## config.mk

```make
export PLATFORM = sky130hd
export DESIGN_NAME = md_hazard_ctrl_flat
export DESIGN_NICKNAME = d
export VERILOG_FILES = /design/src/rtl/md_hazard_ctrl_if.sv /design/src/rtl/md_hazard_ctrl.sv /design/src/flat_wrapper.sv
export SDC_FILE = /design/constraint.sdc
export NUM_CORES = 1
export LEC_CHECK = 0
export ABC_AREA = 1
export CELL_PAD_IN_SITES_DETAIL_PLACEMENT = 2
export CELL_PAD_IN_SITES_GLOBAL_PLACEMENT = 2
export CORE_UTILIZATION = 10
export DETAILED_ROUTE_END_ITERATION = 6
export PLACE_DENSITY = 0.95
export SLEW_MARGIN = 10
export SYNTH_ARGS = -nofsm -noshare
export SYNTH_HDL_FRONTEND = slang
export SYNTH_SLANG_ARGS = --single-unit
```

## constraint.sdc

```tcl
create_clock -name clk -period 4.3 [get_ports clk]
set_clock_uncertainty 0.05 [all_clocks]
set_input_delay 0.645 -clock clk [delete_from_list [all_inputs] [get_ports clk]]
set_output_delay 0.645 -clock clk [all_outputs]
set_load 0.1 [all_outputs]
```

## src/rtl/md_hazard_ctrl_if.sv

```systemverilog
// Request/response bundle between the HI/LO issue controller and the multiply/divide unit.
interface md_hazard_ctrl_if;
  logic        md_start;
  logic [2:0]  md_op;
  logic [31:0] md_d1;
  logic [31:0] md_d2;
  logic        md_busy;
  logic [31:0] md_hi;
  logic [31:0] md_lo;

  modport master (
    output md_start, md_op, md_d1, md_d2,
    input  md_busy, md_hi, md_lo
  );

  modport slave (
    input  md_start, md_op, md_d1, md_d2,
    output md_busy, md_hi, md_lo
  );
endinterface

```

## src/rtl/md_hazard_ctrl.sv

```systemverilog
// EX-stage issue/hazard controller for the multiply/divide unit: decode, latency shadow, D-stall, mfhi/mflo select.
// Optional MD_HAZ_PERF_EN adds a saturating stall_cycles counter output.
//
// state | meaning
// IDLE  | unit free, cnt == 0, a start may be issued
// BUSY  | mult/div in flight, cnt counts remaining busy cycles down to 1
module md_hazard_ctrl #(
  parameter int MULT_LAT = 5,
  parameter int DIV_LAT  = 10,
  parameter int CNT_W    = 4
) (
  input  logic              clk,
  input  logic              reset,
  input  logic [3:0]        id_cls,
  input  logic [3:0]        ex_cls,
  input  logic              ex_valid,
  input  logic [31:0]       ex_rs,
  input  logic [31:0]       ex_rt,
  md_hazard_ctrl_if.master  md,
  output logic              stall_d,
  output logic [31:0]       ex_mf_data,
  output logic              proto_err
`ifdef MD_HAZ_PERF_EN
  ,
  output logic [31:0]       stall_cycles
`endif
);

  typedef enum logic {IDLE, BUSY} state_t;

  state_t           state, state_nxt;
  logic [CNT_W-1:0] cnt, cnt_nxt;
  logic             proto_err_nxt;
  logic             occupied;
  logic             ex_md;
  logic             ex_muldiv;
  logic             ex_is_mul;
  logic             ex_is_div;
  logic             id_hilo;

  always_comb begin
    ex_is_mul = (ex_cls == 4'd1) || (ex_cls == 4'd2);
    ex_is_div = (ex_cls == 4'd3) || (ex_cls == 4'd4);
    ex_muldiv = ex_is_mul || ex_is_div;
    ex_md     = ex_valid && (ex_cls >= 4'd1) && (ex_cls <= 4'd6);
    id_hilo   = (id_cls >= 4'd1) && (id_cls <= 4'd8);
    occupied  = (cnt != '0);
  end

  always_comb begin
    md.md_start = ex_md && !occupied;
    md.md_op    = 3'd0;
    if ((ex_cls >= 4'd1) && (ex_cls <= 4'd6))
      md.md_op = 3'(ex_cls - 4'd1);
    md.md_d1    = ex_rs;
    md.md_d2    = ex_rt;
    // The unit only raises Busy after the start edge, so the start cycle stalls on its own term.
    stall_d     = id_hilo && (occupied || (md.md_start && ex_muldiv));
    ex_mf_data  = 32'd0;
    if (ex_cls == 4'd7)
      ex_mf_data = md.md_hi;
    else if (ex_cls == 4'd8)
      ex_mf_data = md.md_lo;
  end

  always_comb begin
    state_nxt = state;
    cnt_nxt   = cnt;
    case (state)
      IDLE: begin
        if (md.md_start && ex_is_mul) begin
          cnt_nxt   = CNT_W'(MULT_LAT);
          state_nxt = BUSY;
        end else if (md.md_start && ex_is_div) begin
          cnt_nxt   = CNT_W'(DIV_LAT);
          state_nxt = BUSY;
        end
      end
      BUSY: begin
        if (cnt <= CNT_W'(1)) begin
          cnt_nxt   = '0;
          state_nxt = IDLE;
        end else begin
          cnt_nxt = cnt - CNT_W'(1);
        end
      end
      default: begin
        cnt_nxt   = '0;
        state_nxt = IDLE;
      end
    endcase
  end

  // Shadow counter must track the unit's Busy exactly; any issue while occupied means upstream ignored stall_d.
  always_comb begin
    proto_err_nxt = proto_err || (occupied != md.md_busy) || (ex_md && occupied);
  end

  always_ff @(posedge clk) begin
    if (reset) begin
      state     <= IDLE;
      cnt       <= '0;
      proto_err <= 1'b0;
    end else begin
      state     <= state_nxt;
      cnt       <= cnt_nxt;
      proto_err <= proto_err_nxt;
    end
  end

`ifdef MD_HAZ_PERF_EN
  always_ff @(posedge clk) begin
    if (reset)
      stall_cycles <= 32'd0;
    else if (stall_d && (stall_cycles != 32'hFFFF_FFFF))
      stall_cycles <= stall_cycles + 32'd1;
  end
`endif

endmodule

```

## src/flat_wrapper.sv

```systemverilog
// flat-port wrapper written by rule: the top's interface ports become plain ports
module md_hazard_ctrl_flat 
#(
  parameter int MULT_LAT = 5,
  parameter int DIV_LAT  = 10,
  parameter int CNT_W    = 4
)
  (clk, reset, id_cls, ex_cls, ex_valid, ex_rs, ex_rt, stall_d, ex_mf_data, proto_err, md_md_start, md_md_op, md_md_d1, md_md_d2, md_md_busy, md_md_hi, md_md_lo);
  md_hazard_ctrl_if md_i ();
  input  logic clk;
  input  logic reset;
  input  logic [3:0] id_cls;
  input  logic [3:0] ex_cls;
  input  logic ex_valid;
  input  logic [31:0] ex_rs;
  input  logic [31:0] ex_rt;
  output logic stall_d;
  output logic [31:0] ex_mf_data;
  output logic proto_err;
  output wire logic [$bits(md_i.md_start)-1:0] md_md_start;
  output wire logic [$bits(md_i.md_op)-1:0] md_md_op;
  output wire logic [$bits(md_i.md_d1)-1:0] md_md_d1;
  output wire logic [$bits(md_i.md_d2)-1:0] md_md_d2;
  input wire logic [$bits(md_i.md_busy)-1:0] md_md_busy;
  input wire logic [$bits(md_i.md_hi)-1:0] md_md_hi;
  input wire logic [$bits(md_i.md_lo)-1:0] md_md_lo;
  assign md_md_start = md_i.md_start;
  assign md_md_op = md_i.md_op;
  assign md_md_d1 = md_i.md_d1;
  assign md_md_d2 = md_i.md_d2;
  assign md_i.md_busy = md_md_busy;
  assign md_i.md_hi = md_md_hi;
  assign md_i.md_lo = md_md_lo;
  md_hazard_ctrl #(.MULT_LAT(MULT_LAT), .DIV_LAT(DIV_LAT), .CNT_W(CNT_W)) u_core (.clk(clk), .reset(reset), .id_cls(id_cls), .ex_cls(ex_cls), .ex_valid(ex_valid), .ex_rs(ex_rs), .ex_rt(ex_rt), .md(md_i), .stall_d(stall_d), .ex_mf_data(ex_mf_data), .proto_err(proto_err));
endmodule
```

* After elaboration in Yosys (flattened, before gate mapping)
Cells that the tools add are included.
** Cells by class
- $add $sub $neg :: 2
- Magnitude comparators :: 5
- Eq/ne operators :: 8
- Multiplexer cells :: 11
- Bitwise gates (word level) :: 1
- Reductions and logical operators :: 18
** Operator list (number)
- two-way mux 32 bit :: 2
- two-way mux 4 bit :: 3
- logical AND 1 bit :: 10
- equality test 4 x 2 -> 1 bit, second input constant :: 2
- equality test 4 x 3 -> 1 bit, second input constant :: 2
- greater-or-equal comparator 4 x 1 -> 1 bit, second input constant :: 2
- one-hot mux 4 bit (2 select lines) :: 1
- logical OR 1 bit :: 6
- equality test 4 x 1 -> 1 bit, second input constant :: 1
- equality test 4 bit, second input constant :: 1
- less-or-equal comparator 4 x 1 -> 1 bit, second input constant :: 1
- less-or-equal comparator 4 x 3 -> 1 bit, second input constant :: 1
- less-or-equal comparator 4 bit, second input constant :: 1
- nonzero test 4 bit :: 1
- subtractor 4 x 1 -> 4 bit, second input constant :: 1
- two-way mux 1 bit :: 3
- two-way mux 3 bit :: 1
- inequality test 3 x 1 -> 1 bit, second input constant :: 1
- subtractor 3 x 1 -> 3 bit, second input constant :: 1
- one-hot mux 1 bit (2 select lines) :: 1
- logical NOT 1 bit :: 1
- inequality test 1 bit :: 1
- inverter 1 bit :: 1
** Storage, ports and cells
- Bits in registers :: 6
- Input port bits :: 140
- Output and inout port bits :: 102
- Word-level logic and storage cells :: 48

* Longest topological paths before layout
Gate-level depths: netlist of run 1.
- Depth after elaboration :: 8
- Gate-level depth with buffers :: 11
- Depth with buffers taken out :: 11

* Least setup slack after synthesis of run 1
No wires, ideal clock.
- Path kind :: input to output
- Start :: in ex_cls[0]
- End :: out ex_mf_data[10]
- Arrival :: 3.314 ns
- Data required time :: 3.605 ns
- Setup slack :: 0.291 ns
- Stages :: 5
- Path buffers :: 1
- Cells stage by stage :: inv_1 > ha_1 > nand3_1 > clkbuf_1 > o21ai_0
** Between the ends
- Longest elaborated chain between the ends :: 3
- Elaborated cells between the ends (all ways) :: 4
- Classes of those cells :: eq/ne: 2; mux: 2
** RTL lines
- from (decl) :: line flat_wrapper.sv:13 : input logic [3:0] ex_cls;
- equality test 4 bit :: line md_hazard_ctrl.sv:62 : else if (ex_cls == 4'd8)
- two-way mux 32 bit :: line md_hazard_ctrl.sv:62
- two-way mux 32 bit (*) :: line md_hazard_ctrl.sv:60 : if (ex_cls == 4'd7)
- to (decl) :: line flat_wrapper.sv:18 : output logic [31:0] ex_mf_data;
Mark *: on every way between the ends. The rest lies on a longest branch, timed or not.

* Worst setup path in the final report of run 1
- Start :: in ex_cls[2]
- End :: out stall_d
** Between the ends
- Longest elaborated chain between the ends :: 7
- Elaborated cells between the ends (all ways) :: 15
- Classes of those cells :: order compare: 2; eq/ne: 4; reduce/logical: 9
** RTL lines
- greater-or-equal comparator 4 x 1 -> 1 bit :: line md_hazard_ctrl.sv:45 : ex_md = ex_valid && (ex_cls >= 4'd1) && (ex_cls <= 4'd6);
- logical AND 1 bit (2 in a row) :: line md_hazard_ctrl.sv:45
- logical AND 1 bit :: line md_hazard_ctrl.sv:51 : md.md_start = ex_md && !occupied;
- logical AND 1 bit (*) :: line md_hazard_ctrl.sv:58 : stall_d = id_hilo && (occupied || (md.md_start && ex_muldiv));
- logical OR 1 bit (*) :: line md_hazard_ctrl.sv:58
- logical AND 1 bit (*) :: line md_hazard_ctrl.sv:58
- to (decl) :: line flat_wrapper.sv:17 : output logic stall_d;
Marks and branches as above.

==> impl_metrics.toml, run 1 <==
[run_status]
run_status = "finished, final reports clean"

[drt]
route.final.wire_length_um = 6919
wire_per_inst_um = 14.06
drc_violation_total_after_the_first_tritonroute_iteration = 22
drc_markers = 0
ant_nets = 0
route.vias.total = 1765
firstDrtPassIters = 4
route.detailed.vias_per_inst = 3.587

[synthesis]
yosys_most_used_dff = "dfxtp_1"
synth_area_leader_cell = "buf_4"
ys_seq_area_frac = 0.07736
post_synth_edffs = 0
yosysWarnings = 0
synth_top_cell_area_share = 0.3094
synthArstFlopShare = 0
synth_area_leaders = "buf_4, nand3_1, o21ai_0, inv_1, dfxtp_1"
synthesized_instance_count = 259
syn_nets = 406
yosys.cell_types.count = 21
syn-mean-instance-area_um2 = 5.995
syn-cell-area_um2 = 1553
postSynthRegisterBits = 6

[floorplanning]
fp.dieArea_um2 = 16030
floorplan_core_area_um2 = 15200
chipHeight_um = 126.6
ios = 242
dieWidth_um = 126.6
fp-row-count = 45
floorplan.initialDensity = 0.1021

[critical_path]
startpoint = "ex_cls[2]"
timing.critical_path.arrival_ns = 2.61
crit_path_max_fanout = 21
critical_path.startpoint_type = "primary input"
regToRegStartpoint = "u_core.cnt[0]"
critical_path_required_ns = 3.61
end_kind = "primary output"
worst-setup-path-type = "primary input to primary output"

[layout]
utilization = 0.1852
diodes = 0
syn2layout_area_growth_pct = 81.31
layout-drive-gt1-share = 0.1678
layout.filler_cells = 1783
nets = 453

[pwr]
total_switching_power_w = 0.0002254
vdd.ir_drop.worst_uv = 150.9
p_clk_frac = 0.282
internal_power_w = 0.0003090
swShare = 0.4217
combinationalPowerShare = 0.599
seqPwrFrac = 0.119
cellPowerDensity_nw_per_um2 = 189.8
power.leakage_nw = 1.205

[grt]
global_route.usage.total = 0.08285
grt_first_pass_wirelength_um = 10180
largest_net_degree_at_the_start_of_global_routing = 33
antenna_violations_before_repair = 0
grt_overflow_total = 0
grt_pass1_vias = 1885

[cts]
clk-insertion-delay-late_ns = 0.23
post_cts.resized_instances = 0
cts_setup_buffers = 0
tritoncts.num_buffers = 3
cts_num_sinks = 6
cts-root-to-sink-buffers = 2
cts-htree-levels = 1
clockRootBuffer = "clkbuf_16"
clkSlewWorstSetupHoldPaths_ns = 0.03
cts_hold_buf = 0
tritoncts = "yes"

[worst_hold_path]
worstHoldStart = "u_core.cnt[1]"
timing.hold.worst.class = "flip-flop to flip-flop"

[sta]
tightest_slew_ns = 0.9717
unrepaired_setup_endpoints_after_global_routing = "no"
final-max-slew-violation-count = 0
slew_headroom = 0.3502
setup_viol = 0
maxClockFrequency_mhz = 302.3
finalCriticalPeriod_ns = 3.308
min_period_over_period = 0.7692
final-hold-violation-count = 0
setup-tns-final_ns = 0

[placed_design]
gpl.final_weighted_congestion = 0.6860
number_of_i_o_port_buffers = 113
detailedPlacementHpwl_um = 5751

[run]
maxCapViolations = 0
==> metal layers <==
layer  global-route usage  wire length, um  up-vias
met4              0.04890              342        0
met5                    0                0        -
li1                     -                -      839
met3              0.02995              764       32
met1              0.07777             2303      803
met2               0.1544             3507       91
==> cells in the final DEF (no fill, tap or decap), drive strengths merged <==
cell           instances
a21oi                  2
dfxtp                  6
nand4                  2
nand2                 17
nor3                   1
clkbuf                 3
o21bai                 2
ha                     7
xor2                   3
inv                   47
nand3                 40
xnor2                  2
nor2                  20
clkdlybuf4s50         76
o21ai                 36
buf                   40
==> power by group through the flow <==
stage,logic (W),registers (W),clock network [W]
4_1_cts,0.000325,0.0000637,0.000156
5_1_grt,0.000338,0.0000642,0.000162
2_1_floorplan,0.000442,0.0000753,0
6_report,0.000320,0.0000636,0.000151
3_5_place_dp,0.000323,0.0000644,0
3_3_place_gp,0.000317,0.0000641,0
==> state kept, by name (all words and copies together), names as in the netlist <==
name	cells
u_core.proto_err	1
u_core.cnt	4
u_core.state	1
==> per-stage QoR <==
step	hold slack, ns	cell area (um2)	power, W	std cells	worst slack [ns]
3_3_place_gp	0.4144	2740	0.0003814	489	0.9559
6_report	0.4553	2815	0.0005344	492	0.9924
4_1_cts	0.4645	2815	0.0005445	492	0.9154
3_5_place_dp	0.4310	2740	0.0003874	489	0.9348
5_1_grt	0.4896	2815	0.0005640	492	0.8393
2_1_floorplan	0.4043	1553	0.0005172	259	0.2912
==> area by class of cell <==
cell class                 instances  area [um2]  share of cell area
sequential                         6       120.1             0.04267
tap                              188       235.2             0.08356
timing repair buffer             116        1474              0.5236
multi-input combinational        132       734.5              0.2609
inverter                          47       176.4             0.06267
clock buffer                       3       75.07             0.02667
==> cells by family after synthesis <==
family,synth area share
AOI/OAI and AO/OA,0.1321
xor gates and xnor gates,0.02821
adders and majority gates,0.05640
buffers and inverters,0.4496
DFF,0.07736
and+or+nand+nor,0.2562
==> worst max-delay path: stages <==
cell and delay, ns:
clkdlybuf4s50_1 0.59, inv_2 0.09, nor2_4 0.42, nand2_2 0.12
nand2_4 0.13, nand4_4 0.13, a21oi_1 0.26, buf_12 0.21
==> path summary, 6_finish.rpt <==
path	to	cells after the start	slack, ns
worst min-delay path	u_core.cnt[1]	2	0.46
worst max register to register	u_core.cnt[1]	9	2.67
worst max-delay path	stall_d	8	0.99
worst min register to register	u_core.cnt[1]	2	0.46
==> synth_stat cells (3+ instances only) <==
cell      instances
buf_4            64
ha_1              7
dfxtp_1           6
nand3_1          40
xor2_1            3
nor2_1           19
nand2_1          14
clkbuf_1          7
o21ai_0          36
buf_2             3
inv_1            45
(Power assumes the default switching activity.)
==> run 2: changes to the inputs <==
- clock period: 4.3 -> 3 ns (I/O delays scaled with it)
==> impl_metrics.toml, run 2 (synthesized netlist as in run 1, its figures left out) <==
[layout]
diodes = 0
layout_top_registers = "u_core.cnt: 4 flops, u_core.proto_err: 1 flops, u_core.state: 1 flops"
area_taken_by_multi_input_logic_gates_um2 = 738.2
most_common_library_cell_in_the_layout_ignoring_fill_and_taps = "clkdlybuf4s50_1"
layout-drive-gt1-share = 0.1797
seqCellArea_um2 = 120.1
largest_register_ffs = 4
layout_common_cells = "clkdlybuf4s50_1, inv_1, nand3_1"
syn2layout_area_growth_pct = 86.38
layout.filler_cells = 1750
nets = 455
max_flop_register = "u_core.cnt"

[critical_path]
end_kind = "primary output"
crit_path_cell_chain = "clkdlybuf4s50_1, inv_1, ha_1, nand3_1, buf_4, o21ai_0, buf_12"
timing.critical_path.arrival_ns = 2.20
critPathSlowestCell = "clkdlybuf4s50_1"
timing.critical_path.slowest_cell_delay_ns = 0.49
reg2reg_setup_slack_ns = 1.37
reg2reg_to = "u_core.cnt[3]"
length_in_cells_of_the_worst_reg_to_reg_path = 7
regToRegStartpoint = "u_core.cnt[0]"
cpLargestDelayFamily = "buffers and inverters"
crit_path_max_fanout = 20
critical_path.startpoint_type = "primary input"
critical_path_buf_inv_count = 4
critical_path_required_ns = 2.50
worst-setup-path-type = "primary input to primary output"
cp.depth = 7

[cts]
cts-htree-levels = 1
clk-insertion-delay-late_ns = 0.23
tritoncts.num_buffers = 3
clockRootBuffer = "clkbuf_16"
cts_setup_buffers = 0
tritoncts = "yes"
cts-root-to-sink-buffers = 2
post_cts.resized_instances = 0
cts_hold_buf = 0
cts_num_sinks = 6
clkSlewWorstSetupHoldPaths_ns = 0.03

[sta]
finalCriticalPeriod_ns = 2.695
postLayoutSetupSlackWorst_ns = 0.3046
maxClockFrequency_mhz = 371.0
slew_headroom = 0.7330
min_period_over_period = 0.8985
tightest_slew_ns = 0.3964
final-max-slew-violation-count = 0
setup_viol = 0
final-hold-violation-count = 0
unrepaired_setup_endpoints_after_global_routing = "no"

[pwr]
power.leakage_nw = 1.232
swShare = 0.4205
total_power_w = 0.0007882
seqPwrFrac = 0.116
p_clk_frac = 0.282
combinationalPowerShare = 0.602
total_switching_power_w = 0.0003315
vdd.ir_drop.worst_uv = 168.2
internal_power_w = 0.0004568
cellPowerDensity_nw_per_um2 = 272.4

[run_status]
run_status = "finished, final reports clean"

[worst_hold_path]
worstHoldStart = "u_core.cnt[1]"
hold_end = "u_core.cnt[1]"
timing.hold.worst.class = "flip-flop to flip-flop"
worst_hold_path.num_cells = 2

[drt]
drc_violation_total_after_the_first_tritonroute_iteration = 18
route.detailed.vias_per_inst = 3.551
ant_nets = 0
route.final.wire_length_um = 6806
route.vias.total = 1754
firstDrtPassIters = 2
wire_per_inst_um = 13.78
drc_markers = 0

[placed_design]
dp_worst_setup_slack_ns = 0.2705
gpl.final_weighted_congestion = 0.7117
detailedPlacementHpwl_um = 5850
number_of_i_o_port_buffers = 113

[floorplanning]
floorplan.initialDensity = 0.1021
fp-row-count = 45
floorplan_core_area_um2 = 15200
ios = 242
dieWidth_um = 126.6
chipHeight_um = 126.6
fp.dieArea_um2 = 16030

[grt]
global_route.usage.total = 0.08278
largest_net_degree_at_the_start_of_global_routing = 33
antenna_violations_before_repair = 1
grt_first_pass_wirelength_um = 10320
grt_pass1_vias = 1969
grt_overflow_total = 0

[run]
maxCapViolations = 0
[run 2: changes by cell type in the layout (fill, tap and decap cells not counted), sizes merged]
cell | before | now
clkdlybuf4s50 | 76 | 75
buf | 40 | 43
[run 2: cell type report]
type / instances / share of cell area
multi-input combinational: 132 / 0.2551
inverter: 47 / 0.06096
clock buffer: 3 / 0.02594
tap: 188 / 0.08128
timing repair buffer: 118 / 0.5352
sequential: 6 / 0.04150
[run 2: power groups by stage]
stage	Combinational, W	Clock, W	Sequential [W]
2_1_floorplan	0.000635	0	0.000108
5_1_grt	0.000501	0.000235	0.0000926
4_1_cts	0.000482	0.000232	0.0000918
3_3_place_gp	0.000472	0	0.0000919
6_report	0.000474	0.000222	0.0000917
3_5_place_dp	0.000479	0	0.0000927
[run 2: worst min-delay path, stage by stage (launching register included)]
cell and delay (ns):
dfxtp_1 0.30, nor2_1 0.09, nor2_1 0.05
[run 2: per-stage QoR]
step                  util  cells  hold WS (ns)  setup TNS, ns  instance area [um2]
global route        0.1904    494        0.4676              0                 2894
floorplan                -    259        0.4044         -19.46                 1556
finish              0.1904    494        0.4370              0                 2894
CTS                 0.1904    494        0.4455              0                 2894
global placement    0.1854    491        0.4174              0                 2819
detailed placement  0.1854    491        0.4409              0                 2819
[run 2: worst max-delay path by stage]
stage / from / to / slack (ns)
floorplan: ex_cls[0] / ex_mf_data[10] / -0.62
global placement: ex_cls[0] / ex_mf_data[20] / 0.33
detailed placement: ex_cls[0] / ex_mf_data[17] / 0.27
CTS: ex_cls[0] / ex_mf_data[13] / 0.26
global route: ex_cls[0] / ex_mf_data[17] / 0.08
finish: ex_cls[0] / ex_mf_data[17] / 0.30
[run 2: metal layers]
metal / wire length [um] / GRT usage
met5: 18 / 0
met3: 631 / 0.02910
met1: 2317 / 0.07755
met2: 3549 / 0.1612
met4: 288 / 0.03544
==> run 3: changes to the inputs <==
- clock period: 3 -> 2.2 ns (I/O delays scaled with it)
==> impl_metrics.toml, run 3 (synthesized netlist as in run 1, its figures left out) <==
[pwr]
power.leakage_nw = 1.381
p_clk_frac = 0.261
swShare = 0.4191
total_switching_power_w = 0.0004755
seqPwrFrac = 0.109
combinationalPowerShare = 0.629
cellPowerDensity_nw_per_um2 = 355.6
internal_power_w = 0.0006592
vdd.ir_drop.worst_uv = 177.0

[cts]
clkSlewWorstSetupHoldPaths_ns = 0.03
cts-htree-levels = 1
tritoncts.num_buffers = 3
clk-insertion-delay-late_ns = 0.23
tritoncts = "yes"
cts-root-to-sink-buffers = 2
clockRootBuffer = "clkbuf_16"
cts_num_sinks = 6

[sta]
postLayoutSetupSlackWorst_ns = 0.1050
slew_headroom = 0.8109
min_period_over_period = 0.9523
maxClockFrequency_mhz = 477.3
unrepaired_setup_endpoints_after_global_routing = "no"
tightest_slew_ns = 0.2818
final-hold-violation-count = 0
hold_slack_ns = 0.4283
setup_viol = 0
final-max-slew-violation-count = 0
finalCriticalPeriod_ns = 2.095
setup-tns-final_ns = 0

[worst_hold_path]
worst_hold_path.num_cells = 2
timing.hold.worst.class = "flip-flop to flip-flop"

[critical_path]
critPathSlowestCell = "bufbuf_16"
critical_path_required_ns = 1.82
cp.depth = 7
length_in_cells_of_the_worst_reg_to_reg_path = 10
critical_path.startpoint_type = "primary input"
reg2reg_setup_slack_ns = 0.50
timing.critical_path.arrival_ns = 1.72
end_kind = "primary output"
cpLargestDelayFamily = "buffers and inverters"
worst-setup-path-type = "primary input to primary output"
crit_path_cell_chain = "dlygate4sd2_1, inv_2, ha_2, nand3_4, bufbuf_16, o21ai_2, buf_12"
timing.critical_path.slowest_cell_delay_ns = 0.32
crit_path_max_fanout = 13
critical_path_buf_inv_count = 4

[layout]
final_cell_count_no_fill = 508
layout.filler_cells = 1748
layout-drive-gt1-share = 0.2969
layout_common_cells = "clkdlybuf4s50_1, inv_1, buf_12"
max_flop_register = "u_core.cnt"
syn2layout_area_growth_pct = 105.5
area_taken_by_multi_input_logic_gates_um2 = 843.3
layout_top_registers = "u_core.cnt: 4 flops, u_core.proto_err: 1 flops, u_core.state: 1 flops"
largest_register_ffs = 4
utilization = 0.2099
seqCellArea_um2 = 120.1
diodes = 0
most_common_library_cell_in_the_layout_ignoring_fill_and_taps = "clkdlybuf4s50_1"
nets = 469

[run]
maxCapViolations = 0

[drt]
wire_per_inst_um = 15.02
route.final.wire_length_um = 7629
route.detailed.vias_per_inst = 3.606
drc_violation_total_after_the_first_tritonroute_iteration = 25
route.vias.total = 1832
ant_nets = 0
firstDrtPassIters = 2
drc_markers = 0

[placed_design]
gpl.final_weighted_congestion = 0.7522
detailedPlacementHpwl_um = 5664
number_of_i_o_port_buffers = 113
dp_worst_setup_slack_ns = -0.1847
post-place-cells = 501

[grt]
global_route.usage.total = 0.09404
antenna_violations_before_repair = 0
grt_first_pass_wirelength_um = 11440
grt_pass1_vias = 2135
grt_overflow_total = 0
largest_net_degree_at_the_start_of_global_routing = 17

[floorplanning]
ios = 242
floorplan.initialDensity = 0.1021
fp-row-count = 45
chipHeight_um = 126.6
fp.dieArea_um2 = 16030
dieWidth_um = 126.6
floorplan_core_area_um2 = 15200

[run_status]
run_status = "finished, final reports clean"
==> run 3: path summary, 6_finish.rpt <==
check                  endpoint           from
hold / removal    u_core.cnt[1]  u_core.cnt[1]
setup reg to reg  u_core.cnt[2]  u_core.cnt[0]
hold reg to reg   u_core.cnt[1]  u_core.cnt[1]
setup / recovery  ex_mf_data[1]      ex_cls[0]
==> run 3: layout make-up <==
type	instances	share of cell area
sequential	6	0.03765
clock buffer	3	0.02353
inverter	47	0.05529
multi-input combinational	132	0.2643
timing repair buffer	132	0.5455
tap	188	0.07373
==> run 3: metal layers <==
layer | track usage | up-vias | wire, um | share of wire
li1 | - | 874 | - | -
met2 | 0.1862 | 79 | 4048 | 0.53
met3 | 0.01771 | 26 | 464 | 0.061
met4 | 0.03473 | 0 | 232 | 0.030
met1 | 0.09694 | 853 | 2884 | 0.38
met5 | 0 | - | 0 | 0
==> run 3: worst reg2reg max path: cells and delay by family (launching register included) <==
family | cells | cell delay, ns
adders and majority gates | 1 | 0.21
and+or+nand+nor | 5 | 0.51
DFF | 1 | 0.32
buffers and inverters | 4 | 0.50
==> run 3: metrics by stage <==
step                total power [W]  area, um2
finish                     0.001135       3191
global route               0.001185       3191
CTS                        0.001149       3194
detailed placement        0.0008098       2934
global placement          0.0007975       2934
floorplan                  0.001023       1572
==> run 3: power by group through the flow <==
stage	Sequential, W	Combinational, W	Clock (W)
floorplan	0.000147	0.000876	0
detailed placement	0.000126	0.000684	0
CTS	0.000124	0.000725	0.000299
global placement	0.000125	0.000672	0
global route	0.000126	0.000753	0.000306
finish	0.000124	0.000714	0.000297
==> run 3: what timing repair did <==
action                                  CTS  global route
resized for setup                        28             3
hold buffers                              0             0
buffers inserted                          1             0
gates cloned                              3             0
endpoints found under the setup margin   37             8
pin swaps                                 1             0
